**config.mk**
```make
export PLATFORM = sky130hd
export DESIGN_NAME = regfile_wb_arbiter
export DESIGN_NICKNAME = d
export VERILOG_FILES = /design/src/rtl/regfile_wb_arbiter.sv
export SDC_FILE = /design/constraint.sdc
export NUM_CORES = 1
export LEC_CHECK = 0
export ABC_AREA = 0
export CORE_MARGIN = 3
export CORE_UTILIZATION = 41
export DETAILED_ROUTE_END_ITERATION = 10
export PLACE_DENSITY = 0.85
export RECOVER_POWER = 50
export SLEW_MARGIN = 0
export SYNTH_ARGS = -nofsm -noshare
export SYNTH_HDL_FRONTEND = slang
export SYNTH_SLANG_ARGS = --single-unit
```
**constraint.sdc**
```tcl
create_clock -name clk -period 2.2 [get_ports clk]
set_input_delay 0.55 -clock clk [delete_from_list [all_inputs] [get_ports clk]]
set_output_delay 0.55 -clock clk [all_outputs]
set_load 0.02 [all_outputs]
```
**src/rtl/regfile_wb_arbiter.sv**
```systemverilog
`default_nettype none
// ============================================================================
// Module   : regfile_wb_arbiter
// Purpose  : Owns the single write port of the register file and shares it
//            between two writeback requesters, A (ALU result) and B (load
//            data).
//
//            After reset an optional clear sweep writes zero to every
//            register. The register file has no contents reset, so this
//            sweep is what initialises it.
//
//            Once the sweep is done, A and B are arbitrated round-robin over
//            valid/ready handshakes. Writes to x0 are accepted but dropped.
//
//            The write outputs are registered and drive the register file
//            inputs directly.
//
// Ports    : clk, reset              clock, synchronous active-high reset
//            a_valid/a_ready/a_rd/a_data   requester A handshake + payload
//            b_valid/b_ready/b_rd/b_data   requester B handshake + payload
//            RegWrite/RD/WriteData   registered register-file write port
//            init_done               clear sweep complete, requesters served
//
// Revision : 1.0 - initial release
// ============================================================================
module regfile_wb_arbiter #(
  parameter int XLEN           = 64,
  parameter int NUM_REGS       = 32,
  parameter int CLEAR_ON_RESET = 1
) (
  input  logic                        clk,
  input  logic                        reset,
  input  logic                        a_valid,
  output logic                        a_ready,
  input  logic [$clog2(NUM_REGS)-1:0] a_rd,
  input  logic [XLEN-1:0]             a_data,
  input  logic                        b_valid,
  output logic                        b_ready,
  input  logic [$clog2(NUM_REGS)-1:0] b_rd,
  input  logic [XLEN-1:0]             b_data,
  output logic                        RegWrite,
  output logic [$clog2(NUM_REGS)-1:0] RD,
  output logic [XLEN-1:0]             WriteData,
  output logic                        init_done
);

  localparam int RD_W = $clog2(NUM_REGS);

  // Index of the final register issued by the clear sweep.
  localparam logic [RD_W-1:0] C_LAST_IDX = RD_W'(NUM_REGS - 1);

  // last_grant encoding
  localparam logic C_GRANT_A = 1'b0;
  localparam logic C_GRANT_B = 1'b1;

  typedef enum logic [0:0] {
    ST_CLEAR = 1'b0,
    ST_RUN   = 1'b1
  } state_t;

  // --------------------------------------------------------------------------
  // State and datapath registers
  // --------------------------------------------------------------------------
  state_t            r_state;
  state_t            w_state_next;
  logic [RD_W-1:0]   r_clr_idx;
  logic              r_last_grant;
  logic              r_init_done;
  logic              r_regwrite;
  logic [RD_W-1:0]   r_rd;
  logic [XLEN-1:0]   r_wdata;

  // --------------------------------------------------------------------------
  // Combinational grant / next-state
  // --------------------------------------------------------------------------
  logic              w_grant_a;
  logic              w_grant_b;
  logic              w_xfer;
  logic              w_winner;
  logic [RD_W-1:0]   w_win_rd;
  logic [XLEN-1:0]   w_win_data;
  logic              w_clr_last;

  assign w_clr_last = (r_clr_idx == C_LAST_IDX);

  always_comb begin
    w_state_next = r_state;
    w_grant_a    = 1'b0;
    w_grant_b    = 1'b0;

    case (r_state)
      ST_CLEAR: begin
        // Requesters are held off for the whole sweep.
        if (w_clr_last) begin
          w_state_next = ST_RUN;
        end
      end
      ST_RUN: begin
        if (a_valid && b_valid) begin
          // Contention: serve whichever requester did not win last time.
          w_grant_a = (r_last_grant == C_GRANT_B);
          w_grant_b = (r_last_grant == C_GRANT_A);
        end else begin
          w_grant_a = a_valid;
          w_grant_b = b_valid;
        end
      end
      default: begin
        w_state_next = ST_RUN;
      end
    endcase

    // Reset overrides everything: nothing is accepted in the reset cycle.
    if (reset) begin
      w_grant_a = 1'b0;
      w_grant_b = 1'b0;
    end
  end

  // Grants already require valid, so a grant is a transfer.
  assign w_xfer     = w_grant_a | w_grant_b;
  assign w_winner   = w_grant_b ? C_GRANT_B : C_GRANT_A;
  assign w_win_rd   = w_grant_b ? b_rd   : a_rd;
  assign w_win_data = w_grant_b ? b_data : a_data;

  // --------------------------------------------------------------------------
  // State register
  // --------------------------------------------------------------------------
  always_ff @(posedge clk) begin
    if (reset) begin
      r_state <= (CLEAR_ON_RESET != 0) ? ST_CLEAR : ST_RUN;
    end else begin
      r_state <= w_state_next;
    end
  end

  // --------------------------------------------------------------------------
  // Sweep counter, arbitration history and registered write port
  // --------------------------------------------------------------------------
  always_ff @(posedge clk) begin
    if (reset) begin
      r_regwrite   <= 1'b0;
      r_rd         <= '0;
      r_wdata      <= '0;
      r_clr_idx    <= '0;
      r_last_grant <= C_GRANT_B;
      r_init_done  <= (CLEAR_ON_RESET == 0);
    end else begin
      case (r_state)
        ST_CLEAR: begin
          r_regwrite <= 1'b1;
          r_rd       <= r_clr_idx;
          r_wdata    <= '0;
          r_clr_idx  <= r_clr_idx + 1'b1;
          if (w_clr_last) begin
            r_init_done <= 1'b1;
          end
        end
        ST_RUN: begin
          if (w_xfer) begin
            r_last_grant <= w_winner;
            r_rd         <= w_win_rd;
            r_wdata      <= w_win_data;
            // x0 is hard-wired zero: consume the write but never commit it.
            r_regwrite   <= (w_win_rd != '0);
          end else begin
            // RD/WriteData hold so the port only toggles on real writes.
            r_regwrite   <= 1'b0;
          end
        end
        default: begin
          r_regwrite <= 1'b0;
        end
      endcase
    end
  end

  // --------------------------------------------------------------------------
  // Outputs
  // --------------------------------------------------------------------------
  assign a_ready   = w_grant_a;
  assign b_ready   = w_grant_b;
  assign RegWrite  = r_regwrite;
  assign RD        = r_rd;
  assign WriteData = r_wdata;
  assign init_done = r_init_done;

endmodule
`default_nettype wire

```
==> reports/metrics.yaml, run 1 <==
synth_nets: 513
synthArstFlopShare_pct: 0
vias_per_cell: 5.28
place.gp.congestion: 0.795
synth-xor-area-share_pct: 0.704
reg2reg_depth: 5
htree_levels: 3
leakage_uw: 0.00278
post_cts_buffers: 0
start_util_pct: 42.6
multi_input_comb_area_sq_um: 1840
max_slew_margin_pct: -4.90
core_area_sq_um: 8760
synth_fa_ha_area_share_pct: 0.671
layout_setup_ws_ns: 0.0674
fill_cells: 705
clock_sinks: 78
dp_cells: 669
cp_max_fo: 3
startpoint: "a_valid"
fin_skew_ns: 0.00616
synth_top_area_share_pct: 41.9
hpwlAfterDp_um: 8480
arrival_ns: 1.58
period_share_pct: 96.9
wl_per_cell_um: 16.4
irDropWorstVdd_mv: 0.395
synth_cell_type_count: 33
worstMarginPinSlew_ns: 1.57
cts_made_buffers: 9
cts_root_buf: "clkbuf_8"
first_global_vias: 3611
clockBufferDepth: 2
vias: 3620
synth_edf_count: 0
outcome: "complete, but fails checks"
die-area_sq_um: 10300
synth_cells: 369
maxCapViolCount: 1
route.detailed.drc: 0
synth-simple-area-share_pct: 4.23
area.growth.synth_to_final_pct: 64.4
violations: "capacitance limit, slew limit"
post-place-ws_ns: -0.265
criticalPathCategory: "in2out"
instances_no_fill: 686
start_kind: "input pin"
synth_compound_area_share_pct: 24.2
syn_area_sq_um: 3730
final_nets: 716
clk_pin_slew_worst_paths_ns: 0.07
yosysTopAreaCell: "dfxtp_1"
final_util_pct: 70.0
critPathTopFamily: "buffers and inverters"
hp-class: "reg2reg"
path_cells: "clkdlybuf4s50_1 -> nand2_1 -> a21oi_1 -> dlygate4sd2_1"
drtIter0Drc: 90
synth.top_cells.by_count: "dfxtp_1 (78), mux2i_1 (71), a21oi_1 (70)"
insertion_delay_ns: 0.34
reg2reg_slack_ns: 0.47
avgSynthCellArea_sq_um: 10.1
ys.warnings.count: 0
grt_overflow: 0
finalSetupViolCount: 0
place.port_buffers: 214
fp.dieH_um: 101
register_area_sq_um: 1560
synth_most_common_cell: "dfxtp_1"
hold_viol_final: 0
grt_max_degree: 80
ys_seq_elements: 78
wirelength_um: 11300
grt_usage_pct: 21.3
cp-endpoint: "a_ready"
fmax_ghz: 0.469
antenna_found_initial: 1
antenna_left: 0
rsz0062_at_grt: "false"
cts_tree: "done"
drv_slew: 79
endpoint_kind: "output pin"
crit_slowest_cell: "clkdlybuf4s50_1"
cp_slowest_stage_delay_ns: 0.51
finalCriticalPeriod_ns: 2.13
synth_area_leaders: "dfxtp_1 (42%), mux2i_1 (19%), a211oi_1 (13%)"
drive_gt1_share_pct: 7.28
power.density_nw_per_um2: 508
rr_startpoint: "r_state$_SDFF_PP0_"
io_pins: 215
muxShareOfSynthArea_pct: 19.4
cts_hold_buf: 0
synth_top_family_by_area: "compound AO/OA/AOI/OAI gates"
cp.depth: 4
die_x_um: 101
path_buf_inv: 2
worstPathRequired_ns: 1.65
ys.flop_type: "dfxtp_1"
rr_endpoint: "r_clr_idx[3]$_SDFFE_PP0N_"
dr.pass1.iters: 4
grt_pass1_wl_um: 17500
yosysSeqAreaShare_pct: 41.9
rows: 34
## registers in the layout (all words and copies together) (netlist names)
signal        count
r_last_grant      1
RegWrite          1
r_state           1
RD                5
WriteData        64
init_done         1
r_clr_idx         5
## how the worst min path moves through the flow
stage	start	to	slack, ns	depth (start not counted)
3_3_place_gp	init_done$_SDFFE_PP0P_	init_done$_SDFFE_PP0P_	0.46	2
6_report	init_done$_SDFFE_PP0P_	init_done$_SDFFE_PP0P_	0.48	2
3_5_place_dp	init_done$_SDFFE_PP0P_	init_done$_SDFFE_PP0P_	0.47	2
4_1_cts	init_done$_SDFFE_PP0P_	init_done$_SDFFE_PP0P_	0.50	2
2_1_floorplan	r_clr_idx[2]$_SDFFE_PP0N_	r_clr_idx[2]$_SDFFE_PP0N_	0.49	2
5_1_grt	init_done$_SDFFE_PP0P_	init_done$_SDFFE_PP0P_	0.51	2
## layout by cell type, fill, tap and decap left out, types with 2 or more instances in the layout
| master | count |
|---|---|
| o32ai_1 | 2 |
| nand2_1 | 2 |
| clkbuf_1 | 2 |
| a31oi_1 | 2 |
| ha_1 | 2 |
| dfxtp_1 | 77 |
| o22ai_1 | 2 |
| clkdlybuf4s50_1 | 148 |
| o21ai_0 | 2 |
| dlygate4sd3_1 | 63 |
| a211oi_1 | 65 |
| buf_12 | 5 |
| inv_1 | 2 |
| xor2_1 | 2 |
| mux2i_1 | 71 |
| bufinv_16 | 3 |
| nor2b_1 | 2 |
| a21oi_1 | 70 |
| and3_1 | 2 |
| clkbuf_2 | 2 |
| or4_1 | 2 |
| buf_4 | 12 |
| clkbuf_8 | 11 |
| nor2_1 | 12 |
## tightest hold or removal path: cells and delay by family, from the launching register on
kind | cells | cell delay, ns
AO/OA/AOI/OAI | 1 | 0.04
AND/OR/NAND/NOR | 1 | 0.07
flip-flops | 1 | 0.33
## logic make-up after synthesis
| logic type | Yosys count |
|---|---|
| compound gates | 144 |
| xor+xnor | 3 |
| fa+ha+maj | 2 |
| buf+inv | 43 |
| flops | 78 |
| mux | 72 |
| simple gates | 27 |
## area by class of cell
cell class | count | share of cell area [%]
repair buffers | 232 | 37.9
multi-input cells | 248 | 30.0
flip-flops and latches | 78 | 25.5
inverters | 3 | 0.224
diodes | 1 | 0.0408
clock inverters | 3 | 1.47
clock buffers | 13 | 2.59
well taps | 108 | 2.20
## power by group
group	internal, uW	switching [uW]	leakage, uW
Clock	818	500	0.000124
Combinational	264	107	0.00203
Sequential	1420	7.33	0.000630
Total	2500	614	0.00278
## metal layers
layer	GRT usage [%]	wire length, um	share of wire [%]	up-vias
met3	6.47	980	8.7	11
li1	-	-	-	1803
met5	0	0	0	-
met2	38.3	5790	51	140
met4	6.34	126	1.1	0
met1	24.3	4380	39	1666
## timing repair
action,in CTS,in global routing
hold endpoints to repair,0,0
gates resized for setup,3,1
setup endpoints to repair,2,1
## metrics by stage
stage | total power, uW | hold slack [ns] | TNS (ns) | instance area (sq um)
after floorplan | 1540 | 0.490 | 0 | 3730
after global placement | 1820 | 0.459 | -1.24 | 5890
after detailed placement | 1830 | 0.468 | -3.77 | 5890
after CTS | 3150 | 0.495 | 0 | 6140
after global routing | 3240 | 0.512 | 0 | 6130
final | 3120 | 0.479 | 0 | 6130
Note: power is estimated with default switching activity, not from simulation.
==> run 2, diff against run 1 <==
--- a/config.mk
+++ b/config.mk
@@ -6,11 +6,12 @@
 export NUM_CORES = 1
 export LEC_CHECK = 0
 export ABC_AREA = 0
-export CORE_MARGIN = 3
+export CORE_MARGIN = 1
 export CORE_UTILIZATION = 41
 export DETAILED_ROUTE_END_ITERATION = 10
 export PLACE_DENSITY = 0.85
 export RECOVER_POWER = 50
+export SETUP_SLACK_MARGIN = 0.05
 export SLEW_MARGIN = 0
 export SYNTH_ARGS = -nofsm -noshare
 export SYNTH_HDL_FRONTEND = slang
==> reports/metrics.yaml, run 2 (same netlist as run 1, synthesis figures left out) <==
outcome: "completed"
netSwitchingPower_uw: 619  # +0.76%
design_area_sq_um: 6030  # -1.7%
multi_input_comb_area_sq_um: 1840  # unchanged
cts_hold_buf: 0  # unchanged
wl_per_cell_um: 15.8  # -3.9%
antenna_left: 0  # unchanged
start_kind: "input pin"
route.detailed.drc: 0  # unchanged
htree_levels: 3  # unchanged
period_share_pct: 93.6  # -3.4 points
criticalPathCategory: "in2reg"
grt_max_degree: 80  # unchanged
rsz0062_at_grt: "false"
antenna_found_initial: 0  # -1
post_cts_buffers: 0  # unchanged
first_global_vias: 3670  # +1.6%
finalCriticalPeriod_ns: 2.06  # -0.0743 ns
drive_gt1_share_pct: 6.83  # -0.45 points
layout_commonest_cell: "clkdlybuf4s50_1"
maxCapViolCount: 0  # -1
place.gp.congestion: 0.735  # -7.6%
worstPathRequired_ns: 2.35  # +0.70 ns
insertion_delay_ns: 0.34  # about the same
grt_usage_pct: 22.2  # +0.86 points
hpwlAfterDp_um: 7720  # -9.0%
wirelength_um: 10700  # -4.9%
instances_no_fill: 679  # -1.0%
clockBufferDepth: 2  # unchanged
finalSetupViolCount: 0  # unchanged
largest_reg_flops: 64  # unchanged
final_nets: 711  # -0.70%
intPower_uw: 2380  # -5.0%
max_slew_margin_pct: 3.16  # +8.1 points
setup_tns_ns: 0  # unchanged
fp.dieH_um: 97.4  # -3.9%
clock_sinks: 78  # unchanged
rr_startpoint: "r_last_grant$_SDFFE_PP1P_"
hold_viol_final: 0  # unchanged
grt_overflow: 0  # unchanged
cts_root_buf: "clkbuf_8"
switching_share_pct: 20.7  # +0.95 points
die_x_um: 97.4  # -3.9%
drv_slew: 0  # -100%
power.density_nw_per_um2: 497  # -2.2%
final_cell_mix: "clkdlybuf4s50_1 (144), dfxtp_1 (77), mux2i_1 (71)"
die-area_sq_um: 9480  # -7.7%
clk_pin_slew_worst_paths_ns: 0.07  # about the same
power_frac_seq_pct: 47.6  # +1.8 points
cts_made_buffers: 9  # unchanged
dp_cells: 664  # -0.75%
irDropWorstVdd_mv: 0.342  # -14%
cts_tree: "done"
register_area_sq_um: 1560  # unchanged
worstMarginPinSlew_ns: 1.45  # -0.121 ns
fin_skew_ns: 0.0110  # +0.00486 ns
p_clk_share_pct: 40.0  # -2.3 points
vias_per_cell: 5.34  # +1.1%
arrival_ns: 2.21  # +0.63 ns
start_util_pct: 42.6  # unchanged
fill_cells: 695  # -1.4%
hp-class: "reg2reg"
vias: 3623  # +0.083%
fmax_ghz: 0.486  # +3.6%
n_antenna_cell: 0  # -1
area.growth.synth_to_final_pct: 61.6
placed_cell_area_sq_um: 5810  # -1.3%
drtIter0Drc: 93  # +3.3%
cp_max_fo: 41  # +38
place.port_buffers: 214  # unchanged
dr.pass1.iters: 4  # unchanged
rows: 34  # unchanged
endpoint_kind: "register"
reg2reg_slack_ns: 0.48  # about the same
combPwrFrac_pct: 12.3  # +0.4 points
grt_pass1_wl_um: 17200  # -1.7%
min_from: "init_done$_SDFFE_PP0P_"
core_area_sq_um: 8760  # unchanged
startpoint: "a_valid"
io_pins: 215  # unchanged
leakage_uw: 0.00275  # -1.3%
[run 2: cell types whose count changed in the layout (fill, tap and decap cells not counted), sizes merged, moves of 2 or more]
cell and delta:
buf -3, clkbuf -3, dlygate4sd3 +4, clkinv +2, clkdlybuf4s50 -4
[run 2: per-layer routing]
metal,share of wire (%),track usage [%],up-vias,wire [um]
li1,-,-,1783,-
met1,40,24.4,1662,4300
met2,50,40.0,149,5340
met3,7.1,5.83,29,758
met4,3.1,9.73,0,333
met5,0,0,-,0
[run 2: worst max-delay path: stages]
cell	delay, ns
clkdlybuf4s50_1	0.51
nand2_1	0.11
nand3_4	0.09
buf_4	0.11
buf_6	0.41
mux2i_1	0.31
a211oi_1	0.10
[run 2: final cells by class]
type / count / share of cell area [%]
flip-flops and latches: 78 / 25.9
multi-input cells: 248 / 30.6
well taps: 108 / 2.24
clock buffers: 11 / 2.51
repair buffers: 227 / 37.4
inverters: 3 / 0.228
clock inverters: 4 / 1.16
[run 2: repair_timing]
item / 4_1_cts / 5_1_grt
gates resized for setup: 6 / 3
hold endpoints to repair: 0 / 0
setup endpoints to repair: 5 / 2
[run 2: worst paths after layout]
check / to / depth (start not counted)
worst min register to register: init_done$_SDFFE_PP0P_ / 2
worst max-delay path: WriteData[23]$_SDFFE_PP0P_ / 7
worst max register to register: WriteData[23]$_SDFFE_PP0P_ / 6
worst min-delay path: init_done$_SDFFE_PP0P_ / 2
[run 2: stage by stage]
stage / hold slack, ns / setup slack, ns / util [%] / power, uW
floorplan: 0.490 / 0.293 / - / 1540
global placement: 0.455 / -0.258 / 66.3 / 1820
detailed placement: 0.475 / -0.335 / 66.3 / 1830
CTS: 0.492 / 0.0572 / 68.9 / 3030
global route: 0.511 / 0.0658 / 68.8 / 3110
finish: 0.483 / 0.142 / 68.8 / 2990
[run 2: power groups by stage]
| stage | sequential [uW] | combinational [uW] | clock (uW) |
|---|---|---|---|
| 6_report | 1430 | 369 | 1200 |
| 3_5_place_dp | 1460 | 371 | 0 |
| 2_1_floorplan | 1460 | 80.4 | 0 |
| 4_1_cts | 1430 | 373 | 1230 |
| 5_1_grt | 1430 | 396 | 1290 |
| 3_3_place_gp | 1460 | 363 | 0 |
==> run 3, diff against run 2 <==
--- a/config.mk
+++ b/config.mk
@@ -9,6 +9,7 @@
 export CORE_MARGIN = 1
 export CORE_UTILIZATION = 41
 export DETAILED_ROUTE_END_ITERATION = 10
+export GPL_TIMING_DRIVEN = 0
 export PLACE_DENSITY = 0.85
 export RECOVER_POWER = 50
 export SETUP_SLACK_MARGIN = 0.05
==> reports/metrics.yaml, run 3 (same netlist as run 1, synthesis figures left out) <==
outcome: "completed"
reg2reg_slack_ns: 0.21  # -0.27 ns
netSwitchingPower_uw: 654  # +5.6%
vias: 3683  # +1.7%
min_from: "init_done$_SDFFE_PP0P_"
intPower_uw: 2350  # -1.2%
path_buf_inv: 5  # +2
fill_cells: 708  # +1.9%
combPwrFrac_pct: 12.3  # about the same
path_cells: "buf_6 -> nor2b_4 -> nand3_2 -> buf_12 -> buf_12 -> inv_1 -> buf_4"
die_x_um: 97.4  # unchanged
switching_share_pct: 21.8  # +1.1 points
place.gp.congestion: 0.756  # +2.9%
insertion_delay_ns: 0.35  # about the same
cp.depth: 7  # unchanged
placed_cell_area_sq_um: 6000  # +3.2%
hp-class: "reg2reg"
route.detailed.drc: 0  # unchanged
final_nets: 738  # +3.8%
wirelength_um: 11300  # +5.1%
finalCriticalPeriod_ns: 2.07  # +0.0163 ns
clock_sinks: 78  # unchanged
drtIter0Drc: 113  # +22%
die-area_sq_um: 9480  # unchanged
antenna_left: 0  # unchanged
criticalPathCategory: "reg2out"
fp.dieH_um: 97.4  # unchanged
cts_hold_buf: 0  # unchanged
period_share_pct: 94.3  # +0.74 points
fin_skew_ns: 0.00887  # -0.00215 ns
drv_slew: 0  # unchanged
place.port_buffers: 213  # -0.47%
path_common_cell: "buf_12"
hold_path_end: "init_done$_SDFFE_PP0P_"
power_frac_seq_pct: 47.5  # about the same
arrival_ns: 1.52  # -0.69 ns
vias_per_cell: 5.21  # -2.4%
endpoint_kind: "output pin"
fmax_ghz: 0.482  # -0.78%
layout_setup_ws_ns: 0.125  # -0.0163 ns
area.growth.synth_to_final_pct: 66.7
io_pins: 215  # unchanged
clk_pin_slew_worst_paths_ns: 0.08  # about the same
irDropWorstVdd_mv: 0.402  # +18%
hold_depth: 2  # unchanged
htree_levels: 3  # unchanged
antenna_found_initial: 0  # unchanged
multi_input_comb_area_sq_um: 1830  # -0.41%
finalSetupViolCount: 0  # unchanged
post-place-ws_ns: -0.576  # -0.241 ns
reg2reg_depth: 7  # +1
max_slew_margin_pct: 49.7  # +46 points
hpwlAfterDp_um: 8750  # +13%
wl_per_cell_um: 15.9  # +0.97%
rows: 34  # unchanged
start_util_pct: 42.6  # unchanged
cp_max_fo: 10  # -76%
design_area_sq_um: 6220  # +3.2%
grt_usage_pct: 23.8  # +1.6 points
final_cell_mix: "clkdlybuf4s50_1 (208), dfxtp_1 (78), mux2i_1 (71)"
critPathTopFamily: "buffers and inverters"
grt_overflow: 0  # unchanged
rsz0062_at_grt: "false"
core_area_sq_um: 8760  # unchanged
first_global_vias: 3857  # +5.1%
cts_tree: "done"
cts_root_buf: "clkbuf_8"
layout_commonest_cell: "clkdlybuf4s50_1"
drive_gt1_share_pct: 7.85  # +1.0 points
p_clk_share_pct: 40.2  # +0.2 points
grt_pass1_wl_um: 18300  # +6.9%
start_kind: "register"
instances_no_fill: 707  # +4.1%
worstPathRequired_ns: 1.65  # -0.70 ns
largest_reg_flops: 64  # unchanged
cp_slowest_stage_delay_ns: 0.33  # -0.18 ns
dp_cells: 690  # +3.9%
crit_slowest_cell: "dfxtp_1"
grt_max_degree: 14  # -83%
clockBufferDepth: 2  # unchanged
dr.pass1.iters: 4  # unchanged
hold_viol_final: 0  # unchanged
leakage_uw: 0.00263  # -4.4%
register_area_sq_um: 1560  # about the same
cts_made_buffers: 9  # unchanged
rr_startpoint: "r_state$_SDFF_PP0_"
n_antenna_cell: 0  # unchanged
power.density_nw_per_um2: 483  # -2.9%
rr_endpoint: "WriteData[63]$_SDFFE_PP0P_"
worstMarginPinSlew_ns: 0.747  # -0.705 ns
maxCapViolCount: 0  # unchanged
-- run 3: cell count changes in the layout (fill, tap and decap cells not counted), moves of 2 or more --
cell / change
dlygate4sd3_1: -66
clkdlybuf4s50_1: +64
clkbuf_1: +18
buf_4: -7
buf_12: +6
buf_2: +5
clkbuf_4: +2
clkinvlp_4: +2
dlygate4sd2_1: +2
-- run 3: cell type report --
| type | count | area share [%] |
|---|---|---|
| multi-input cells | 248 | 29.5 |
| inverters | 3 | 0.221 |
| clock inverters | 6 | 1.37 |
| clock buffers | 10 | 2.21 |
| plain buffers | 40 | 5.13 |
| flip-flops and latches | 78 | 25.1 |
| repair buffers | 214 | 34.3 |
| well taps | 108 | 2.17 |
-- run 3: power by group through the flow --
stage                     logic [uW]  registers, uW  clock network [uW]
after detailed placement         371           1460                   0
after global placement           364           1460                   0
after CTS                        372           1430                1220
after global routing             395           1430                1280
final                            370           1430                1210
after floorplan                 80.4           1460                   0
-- run 3: tightest hold or removal path, delay by kind of cell (launching register included) --
kind	cells	cell delay [ns]
flip-flops	1	0.33
AND/OR/NAND/NOR	1	0.08
AO/OA/AOI/OAI	1	0.04
-- run 3: repair_timing --
item	in CTS	in global routing
setup buffers	1	0
endpoints found under the setup margin	2	1
gates resized for setup	8	1
-- run 3: worst max-delay path by stage --
| stage | startpoint | end | slack (ns) |
|---|---|---|---|
| floorplan | reset | b_ready | 0.29 |
| global placement | a_valid | b_ready | -0.55 |
| detailed placement | a_valid | b_ready | -0.58 |
| CTS | r_state$_SDFF_PP0_ | b_ready | 0.10 |
| global route | r_state$_SDFF_PP0_ | WriteData[63]$_SDFFE_PP0P_ | 0.04 |
| finish | r_state$_SDFF_PP0_ | b_ready | 0.13 |
-- run 3: through the flow --
step | setup TNS [ns] | hold slack (ns) | total power (uW) | util [%]
floorplan | 0 | 0.490 | 1540 | -
global placement | -2.39 | 0.460 | 1820 | 68.4
detailed placement | -4.14 | 0.470 | 1830 | 68.4
CTS | 0 | 0.488 | 3020 | 71.0
global route | 0 | 0.524 | 3100 | 70.9
finish | 0 | 0.487 | 3000 | 70.9
-- run 3: layer usage --
layer	routed length (um)	track usage, %	vias to the layer above
li1	-	-	1841
met1	4660	26.9	1680
met2	5590	43.0	146
met3	820	6.26	16
met4	206	8.48	0
met5	0	0	-
